--- config.mk ---
export PLATFORM = sky130hd
export DESIGN_NAME = tile_compositor
export DESIGN_NICKNAME = d
export VERILOG_FILES = /design/src/rtl/tile_compositor.sv
export SDC_FILE = /design/constraint.sdc
export NUM_CORES = 1
export LEC_CHECK = 0
export CORE_ASPECT_RATIO = 1.1
export CORE_UTILIZATION = 35
export DETAILED_ROUTE_END_ITERATION = 12
export GPL_ROUTABILITY_DRIVEN = 0
export GPL_TIMING_DRIVEN = 0
export PLACE_DENSITY_LB_ADDON = 0.05
export SYNTH_ARGS = -nofsm -noshare
export SYNTH_HDL_FRONTEND = slang
export SYNTH_SLANG_ARGS = --single-unit
--- constraint.sdc ---
create_clock -name clk -period 2.9 [get_ports clk]
set_input_delay 0.29 -clock clk [delete_from_list [all_inputs] [get_ports clk]]
set_output_delay 0.29 -clock clk [all_outputs]
set_load 0.02 [all_outputs]
--- src/rtl/tile_compositor.sv ---
// Composes one frame of tile codes (background plus prioritised sprite slots) into a
// stream of framebuffer writes through a two-stage pipeline.
module tile_compositor #(
    parameter int NUM_SPR = 4,
    parameter int TILES_X = 32,
    parameter int TILES_Y = 24
) (
    input  logic                   clk,
    input  logic                   rst_n,
    input  logic                   frame_start,
    input  logic [7:0]             bg_code,
    input  logic [5*NUM_SPR-1:0]   spr_x,
    input  logic [5*NUM_SPR-1:0]   spr_y,
    input  logic [8*NUM_SPR-1:0]   spr_code,
    input  logic [NUM_SPR-1:0]     spr_en,
    output logic [9:0]             addrWrite,
    output logic [7:0]             dataWrite,
    output logic                   wr_valid,
    output logic                   busy,
    output logic                   done,
    output logic                   overrun
);

    localparam int TXW = (TILES_X > 1) ? $clog2(TILES_X) : 1;
    localparam int TYW = (TILES_Y > 1) ? $clog2(TILES_Y) : 1;

    typedef enum logic [1:0] {IDLE, RUN, FLUSH} state_t;

    state_t                 state;
    state_t                 nextState;
    logic [TXW-1:0]         tx;
    logic [TYW-1:0]         ty;
    logic [TXW-1:0]         curTx;
    logic [TYW-1:0]         curTy;
    logic                   issue;
    logic                   isLast;

    logic [7:0]             snapBg;
    logic [5*NUM_SPR-1:0]   snapX;
    logic [5*NUM_SPR-1:0]   snapY;
    logic [8*NUM_SPR-1:0]   snapCode;
    logic [NUM_SPR-1:0]     snapEn;

    logic [5*NUM_SPR-1:0]   srcX;
    logic [5*NUM_SPR-1:0]   srcY;
    logic [NUM_SPR-1:0]     srcEn;

    logic [NUM_SPR-1:0]     curHit;
    logic [9:0]             curAddr;
    logic                   s1Valid;
    logic [NUM_SPR-1:0]     s1Hit;
    logic [9:0]             s1Addr;
    logic [7:0]             outData;

    // The start edge issues tile 0 straight from the live inputs, so the first write
    // lands one cycle after the start edge; later tiles use the snapshot.
    assign srcX  = frame_start ? spr_x  : snapX;
    assign srcY  = frame_start ? spr_y  : snapY;
    assign srcEn = frame_start ? spr_en : snapEn;

    assign isLast = (tx == TXW'(TILES_X - 1)) && (ty == TYW'(TILES_Y - 1));
    assign busy   = (state != IDLE);

    always_comb begin
        nextState = state;
        issue     = 1'b0;
        curTx     = tx;
        curTy     = ty;
        if (frame_start) begin
            nextState = RUN;
            issue     = 1'b1;
            curTx     = '0;
            curTy     = '0;
        end else begin
            case (state)
                IDLE: nextState = IDLE;
                RUN: begin
                    if (isLast) begin
                        nextState = FLUSH;
                    end else begin
                        issue = 1'b1;
                        if (tx == TXW'(TILES_X - 1)) begin
                            curTx = '0;
                            curTy = ty + 1'b1;
                        end else begin
                            curTx = tx + 1'b1;
                        end
                    end
                end
                FLUSH:   nextState = IDLE;
                default: nextState = IDLE;
            endcase
        end
    end

    // Full-width coordinate compares keep out-of-range sprites from aliasing onto a row.
    always_comb begin
        curHit  = '0;
        curAddr = 10'(curTy) * 10'(TILES_X) + 10'(curTx);
        for (int i = 0; i < NUM_SPR; i++) begin
            curHit[i] = srcEn[i] && (srcX[5*i +: 5] == 5'(curTx)) && (srcY[5*i +: 5] == 5'(curTy));
        end
    end

    always_comb begin
        outData = snapBg;
        for (int i = NUM_SPR - 1; i >= 0; i--) begin
            if (s1Hit[i]) begin
                outData = snapCode[8*i +: 8];
            end
        end
    end

    always_ff @(posedge clk or negedge rst_n) begin
        if (!rst_n) begin
            state    <= IDLE;
            tx       <= '0;
            ty       <= '0;
            snapBg   <= '0;
            snapX    <= '0;
            snapY    <= '0;
            snapCode <= '0;
            snapEn   <= '0;
            s1Valid  <= 1'b0;
            s1Hit    <= '0;
            s1Addr   <= '0;
        end else begin
            state   <= nextState;
            s1Valid <= issue;
            if (issue) begin
                tx     <= curTx;
                ty     <= curTy;
                s1Hit  <= curHit;
                s1Addr <= curAddr;
            end
            if (frame_start) begin
                snapBg   <= bg_code;
                snapX    <= spr_x;
                snapY    <= spr_y;
                snapCode <= spr_code;
                snapEn   <= spr_en;
            end
        end
    end

    // Stage 2 reads the snapshot before a restart overwrites it, so in-flight tiles keep old data.
    always_ff @(posedge clk or negedge rst_n) begin
        if (!rst_n) begin
            addrWrite <= '0;
            dataWrite <= '0;
            wr_valid  <= 1'b0;
            done      <= 1'b0;
            overrun   <= 1'b0;
        end else begin
            wr_valid <= s1Valid;
            if (s1Valid) begin
                addrWrite <= s1Addr;
                dataWrite <= outData;
            end
            done    <= (state == FLUSH) && !frame_start;
            overrun <= overrun | (frame_start && (state != IDLE));
        end
    end

endmodule

==> summary.md, run 1 <==
| Metric | Value |
|---|---|
| Most instantiated library cell after synthesis | dfrtp_1 |
| DRC violation count after routing | 0 |
| Pin count of the biggest net entering global routing | around 70 |
| Largest fanout on the critical path | 10 |
| Largest cells by area after synthesis | dfrtp_1 (54%), mux2_2 (18%), xnor2_1 (3.9%), mux2i_1 (2.3%), nand2_1 (2.3%) |
| CP Data Arrival Time | about 3.0 ns |
| Main flop type after synthesis | dfrtp_1 |
| Setup crit end kind | register |
| Worst vdd rail ir drop | approximately 400 uV |
| Gate power share | 0.139 |
| Post-synth ARST share | 1.00 |
| Antenna Cells | 0 |
| Synthesis-to-finish area growth | 36.7% |
| DR vias | a little over 4k |
| F_max | ~370 MHz |
| HP Class | input pin to register |
| Crit Reg-Reg Endpoint | s1Hit[2] |
| Initial antenna violation count | 0 |
| Placed cells | 774 |
| Die width | 123 um |
| DR iter-0 viols | roughly 210 |
| Max Buffers Root-to-Sink | 2 |
| Clock share of power | 0.474 |
| Clk_skew | roughly 0.0066 ns |
| Fin crit share | 0.942 |
| Synth Register Bits | between 100 and 150 |
| R2R setup slack | between 0.15 and 0.2 ns |
| Synth top cells by count | dfrtp_1 (122), mux2_2 (93), nand2_1 (34) |
| CTS tree | done |
| Slew Viols, Final | 0 |
| Warnings, synthesis | 0 |
| Congestion Overflow GR | 0 |
| Worst r2r src | tx[0] |
| Fin. Hold Viols | 0 |
| Post-synthesis sequential area ratio | 0.539 |
| Die Y-Extent | roughly 140 um |
| Root Buffer | clkbuf_16 |
| Number of global-route vias before repair | approximately 4.2k |
| P_int | slightly below 0.004 W |
| Worst hold stages | 2 |
| Buf/Inv on CP | 1 |
| Max stage delay on crit path | between 0.4 and 0.5 ns |
| Hold Startpoint | frame_start |
| Worst path top cell family by delay | compound AO/OA/AOI/OAI gates |
| Status | complete, no violations |
| CTS Buf Count | 17 |
| Hold EP | snapX[6] |
| Total GRT Usage | 0.188 |
| Initial Utilization | 0.360 |
| Fin area | around 0.0077 mm^2 |
| Port Buffers | 107 |
| Largest area contributor in the netlist | dfrtp_1 |
| Antenna Nets Post-Route | 0 |
| Mapped Cells | roughly 470 |
| First-pass GRT wire length | between 20000 and 25000 um |
| Rows | 48 |
| First-pass DRT Iterations | 4 |
| H-tree depth | 4 |
| Share of cells above drive strength 1 | 0.250 |
| Part of the power in registers | 0.387 |
| Number of setup violations in the final report | 0 |
| Clock Sinks | between 100 and 150 |
| Hold slack | ~0.30 ns |
| Post-synth top area share | 0.539 |
| Fin cells | 811 |
| Rel. slew slack | 0.523 |
| DR vias/cell | 4.98 |
| Static Leak | around 3.3 nW |
| Drt total wl | roughly 14000 um |
| Syn nets | between 500 and 600 |
| Reg2Reg Depth | 10 |
| CP max stage cell | dfrtp_2 |
| IO Count | around 110 |
| Post-layout minimum cycle time | 2.73 ns |
| RSZ-0062 raised after global routing | false |
| EDFF count, synth | 0 |
| Avg Cell Area, Syn | between 10 and 15 um^2 |
| Switching share of total power | 0.224 |
| Critical Path RT | around 3.2 ns |
| Clock-pin slew on the worst setup and hold paths | roughly 0.05 ns |
| Drt wl/cell | about 18 um |
| Crit path kind | register to register |
| Placed Area | between 0.007 and 0.008 mm^2 |
| P_sw | ~0.0011 W |
| Synth Cell Area | ~0.0057 mm^2 |
| Clk_lat worst skew | 0.41 ns |
| Actual slew at the worst max-slew pin | 0.716 ns |
| Post-layout util | 0.492 |
| Setup crit start kind | register |
| Core footprint | 0.0157 mm^2 |
| Power per cell area | roughly 640 mW/mm^2 |
| Synth cell types | 46 |
| Hpwl dp | approximately 11000 um |
| Max-Cap Viols | 0 |
| Worst-path cell chain | ha_2 -> and3_1 -> ha_1 -> clkbuf_4 -> a21oi_2 -> a21oi_1 -> and2_1 -> o21ai_0 -> o2111ai_1 -> o31ai_1 |
| Die area | 0.0167 mm^2 |
| Nets@finish | approximately 700 |
cells by family (layout without fill, tap and decap cells):
group / Yosys count / in the layout / share of synthesized area
compound gates: 68 / 68 / 0.0738
xor+xnor: 36 / 36 / 0.0557
fa+ha+maj: 4 / 4 / 0.00884
buf+inv: 35 / 180 / 0.0270
flops: 122 / 122 / 0.539
mux: 106 / 106 / 0.208
simple gates: 95 / 95 / 0.0877
power groups by stage:
| stage | logic (W) | registers (W) | clock network, W |
|---|---|---|---|
| after global routing | 0.000749 | 0.00194 | 0.00248 |
| after global placement | 0.000651 | 0.00195 | 0 |
| after floorplan | 0.000344 | 0.00196 | 0 |
| final | 0.000689 | 0.00192 | 0.00235 |
| after detailed placement | 0.000666 | 0.00195 | 0 |
| after CTS | 0.000677 | 0.00192 | 0.00239 |
flip-flops by register name, summed over array words and instances (netlist names), 2 cells and up:
register / cells
snapX: 20
dataWrite: 8
s1Hit: 4
addrWrite: 10
state: 2
tx: 4
snapBg: 8
ty: 5
snapY: 20
snapEn: 4
snapCode: 32
final cells by class:
cell class              instances  area, um^2
well taps                     200         250
multi-input cells             309        2480
clock inverters                 7         160
fillers                      1474        8000
plain buffers                  26         121
clock buffers                  25         495
inverters                       9        33.8
flip-flops and latches        122        3050
repair buffers                113        1140
metal layers:
metal  track usage  vias up  routed length [um]
met1         0.237     2018                6320
met2         0.316       93                7350
li1              -     1914                   -
met3        0.0438       15                 593
met5             0        -                   0
met4        0.0636        0                 216
worst max path at each step:
stage	cells after the start	slack, ns	start	endpoint
after global routing	12	0.02	tx[0]	s1Hit[0]
after CTS	10	0.006	tx[0]	s1Hit[2]
after floorplan	10	0.51	tx[0]	s1Hit[0]
after global placement	1	-3.40	rst_n	snapY[2]
final	10	0.17	tx[0]	s1Hit[2]
after detailed placement	11	-0.1	tx[0]	s1Hit[0]
cells in the final DEF, fill, tap and decap left out, drive strengths merged, types with 4 or more instances in the layout:
cell type	count
mux2i	13
a21o	5
nand4b	5
nand2	34
o31ai	4
ha	4
buf	20
xor2	11
nor2	25
bufinv	5
xnor2	25
o21ai	19
nor2b	5
clkbuf	37
o2111ai	5
or3	4
mux2	93
nand4	4
a21oi	27
inv	9
clkdlybuf4s50	106
dfrtp	122
per-stage QoR:
step	power (W)	setup TNS, ns	setup WS [ns]
after floorplan	0.00230	0	0.510
after global placement	0.00260	-414.18	-3.40
after detailed placement	0.00262	-0.260	-0.0974
after CTS	0.00499	0	0.00558
after global routing	0.00516	0	0.0231
final	0.00496	0	0.170
repair_timing:
action,CTS,global route
endpoints found under the hold margin,51,0
setup buffers,1,3
gates cloned,0,0
setup endpoints to repair,4,4
pin swaps,1,1
gates resized for setup,2,6
hold buffers,1,0
Power figures use the tool's default switching activity.
==> run 2: changes to the inputs <==
--- a/config.mk
+++ b/config.mk
@@ -11,6 +11,7 @@
 export GPL_ROUTABILITY_DRIVEN = 0
 export GPL_TIMING_DRIVEN = 0
 export PLACE_DENSITY_LB_ADDON = 0.05
+export SLEW_MARGIN = 15
 export SYNTH_ARGS = -nofsm -noshare
 export SYNTH_HDL_FRONTEND = slang
 export SYNTH_SLANG_ARGS = --single-unit
==> results of run 2 <==
Final layout, timing and power as in run 1 (identical DEF).
==> run 3: changes to the inputs <==
--- a/config.mk
+++ b/config.mk
@@ -7,9 +7,11 @@
 export LEC_CHECK = 0
 export CORE_ASPECT_RATIO = 1.1
 export CORE_UTILIZATION = 35
+export CTS_BUF_LIST = sky130_fd_sc_hd__clkbuf_8
 export DETAILED_ROUTE_END_ITERATION = 12
 export GPL_ROUTABILITY_DRIVEN = 0
 export GPL_TIMING_DRIVEN = 0
+export HOLD_SLACK_MARGIN = 0.12
 export PLACE_DENSITY_LB_ADDON = 0.05
 export SLEW_MARGIN = 15
 export SYNTH_ARGS = -nofsm -noshare
==> constraint.sdc (replaced) <==
create_clock -name clk -period 3.5 [get_ports clk]
set_input_delay 0.35 -clock clk [delete_from_list [all_inputs] [get_ports clk]]
set_output_delay 0.35 -clock clk [all_outputs]
set_load 0.02 [all_outputs]
==> summary.md, run 3 (synthesized netlist as in run 1, its figures left out) <==
| Metric | Value |
|---|---|
| Status | complete, no violations |
| Actual slew at the worst max-slew pin | 0.718 ns (+0.00206 ns) |
| Critical Path RT | 3.86 ns (+0.65 ns) |
| Crit path kind | register to register |
| CTS Buf Count | 17 (unchanged) |
| Post-layout minimum cycle time | 3.00 ns (+0.267 ns) |
| Core footprint | 0.0157 mm^2 (unchanged) |
| Die area | 0.0167 mm^2 (unchanged) |
| F_max | 334 MHz (-8.9%) |
| Pin count of the biggest net entering global routing | 72 (unchanged) |
| Regs by FF count | snapCode: 32 flops, snapX: 20 flops, snapY: 20 flops |
| Post-CTS Setup Repair Bufs | 0 (-1) |
| DR iter-0 viols | 233 (+11%) |
| Nets@finish | 685 (-0.58%) |
| Rows | 48 (unchanged) |
| Clock-pin slew on the worst setup and hold paths | 0.07 ns (+0.02 ns) |
| DR vias | 3975 (-1.6%) |
| Rel. slew slack | 0.521 (-0.00137) |
| Hold Startpoint | frame_start |
| Fin cells | 807 (-0.49%) |
| Worst r2r src | tx[0] |
| IO Count | 109 (unchanged) |
| Drt wl/cell | 17.9 um (+0.13%) |
| First-pass GRT wire length | 22900 um (-0.87%) |
| Setup crit end kind | register |
| Synthesis-to-finish area growth | 32.2% |
| Largest fanout on the critical path | 10 (unchanged) |
| Setup crit start kind | register |
| Antenna Cells | 0 (unchanged) |
| Most common cell after layout, fill and taps aside | dfrtp_1 |
| Fillers | 1508 (+2.3%) |
| Max FFs per register | 32 (unchanged) |
| Clock Sinks | 122 (unchanged) |
| Reg2Reg Depth | 11 (+1) |
| R2R setup slack | 0.50 ns (+0.33 ns) |
| Clk_lat worst skew | 0.44 ns (+0.03 ns) |
| Power per cell area | 480 mW/mm^2 (-25%) |
| H-tree depth | 4 (unchanged) |
| Share of cells above drive strength 1 | 0.237 (-0.0132) |
| Die width | 123 um (unchanged) |
| DRC violation count after routing | 0 (unchanged) |
| Clk_skew | 0.0109 ns (+0.00433 ns) |
| CP Data Arrival Time | 3.36 ns (+0.32 ns) |
| Commonest non-fill, non-tap cells in the layout | dfrtp_1 (122), clkdlybuf4s50_1 (106), mux2_2 (93) |
| Most flops, register | snapCode |
| Worst setup endpoint | s1Hit[0] |
| HP Class | input pin to register |
| DR vias/cell | 4.93 (-1.1%) |
| Worst vdd rail ir drop | 227 uV (-43%) |
| CTS tree | done |
| Congestion Overflow GR | 0 (unchanged) |
| Static Leak | 3.15 nW (-3.4%) |
| Overall power | 0.00360 W (-27%) |
| Max-Cap Viols | 0 (unchanged) |
| Die Y-Extent | 135 um (unchanged) |
| Root Buffer | clkbuf_8 |
| Placed cells | 774 (unchanged) |
| Drt total wl | 14400 um (-0.37%) |
| Port Buffers | 107 (unchanged) |
| Fin crit share | 0.856 (-0.0851) |
| Crit Reg-Reg Endpoint | s1Hit[0] |
| Slew Viols, Final | 0 (unchanged) |
| First-pass DRT Iterations | 4 (unchanged) |
| RSZ-0062 raised after global routing | false |
| Fin. Hold Viols | 0 (unchanged) |
| Hpwl dp | 10700 um (unchanged) |
| Initial antenna violation count | 0 (unchanged) |
| Number of global-route vias before repair | 4156 (-0.98%) |
| Critical path origin | tx[0] |
| Initial Utilization | 0.360 (unchanged) |
| Antenna Nets Post-Route | 0 (unchanged) |
| Number of setup violations in the final report | 0 (unchanged) |
| Max Buffers Root-to-Sink | 2 (unchanged) |
| Total GRT Usage | 0.187 (-0.00117) |
[run 3: cell types whose count changed in the layout (fill, tap and decap cells not counted), moves of 4 or more]
| cell | before | now |
|---|---|---|
| clkbuf_16 | 17 | 0 |
| clkbuf_8 | 4 | 21 |
| buf_4 | 4 | 0 |
| clkbuf_1 | 15 | 11 |
| inv_1 | 8 | 12 |
[run 3: repair_timing]
item	4_1_cts	5_1_grt
hold endpoints to repair	51	0
resized for setup	0	0
hold buffers	1	0
[run 3: worst min path at each step]
stage               cells past startpoint           end
finish                                  2      snapX[1]
global route                            2      snapX[6]
CTS                                     2      snapX[6]
detailed placement                      1  snapCode[24]
global placement                        0      wr_valid
floorplan                               0  addrWrite[0]
[run 3: worst max-delay path: stages (launching register included)]
cell and delay, ns:
dfrtp_1 0.43, ha_1 0.25, and3_1 0.22, ha_1 0.14
buf_2 0.23, inv_1 0.13, and4_1 0.24, nor4_4 0.55
xor2_1 0.20, o311a_1 0.24, nand4_1 0.14, o21ai_1 0.16
[run 3: report_power, final]
part | switching, W | internal (W)
clock network | 0.000550 | 0.000912
registers | 0.0000597 | 0.00153
logic | 0.000246 | 0.000298
[run 3: layer usage]
metal  global-route usage  up-vias  share of wire
met1                0.235     1966           0.43
met3               0.0425       16          0.044
li1                     -     1896              -
met5                    0        -              0
met2                0.314       97           0.51
met4               0.0663        0          0.012
[run 3: stage by stage]
stage,setup WS (ns),cell area [um^2],utilization,hold slack (ns),TNS [ns]
2_1_floorplan,1.11,5660,-,0.0544,0
3_3_place_gp,-2.86,6980,0.444,0.360,-348.12
3_5_place_dp,0.503,7010,0.446,0.338,0
4_1_cts,0.473,7490,0.476,0.311,0
5_1_grt,0.309,7490,0.476,0.312,0
6_report,0.503,7490,0.476,0.331,0
[run 3: final cells by class]
cell class                      count  area (um^2)  share of cell area
Clock buffer                       21          289              0.0386
Multi-Input combinational cell    309         2460               0.328
Sequential cell                   122         3050               0.408
Timing Repair Buffer              109         1110               0.148
Clock inverter                     11          175              0.0234
Inverter                            9         33.8             0.00451
Tap cell                          200          250              0.0334
Buffer                             26          119              0.0159
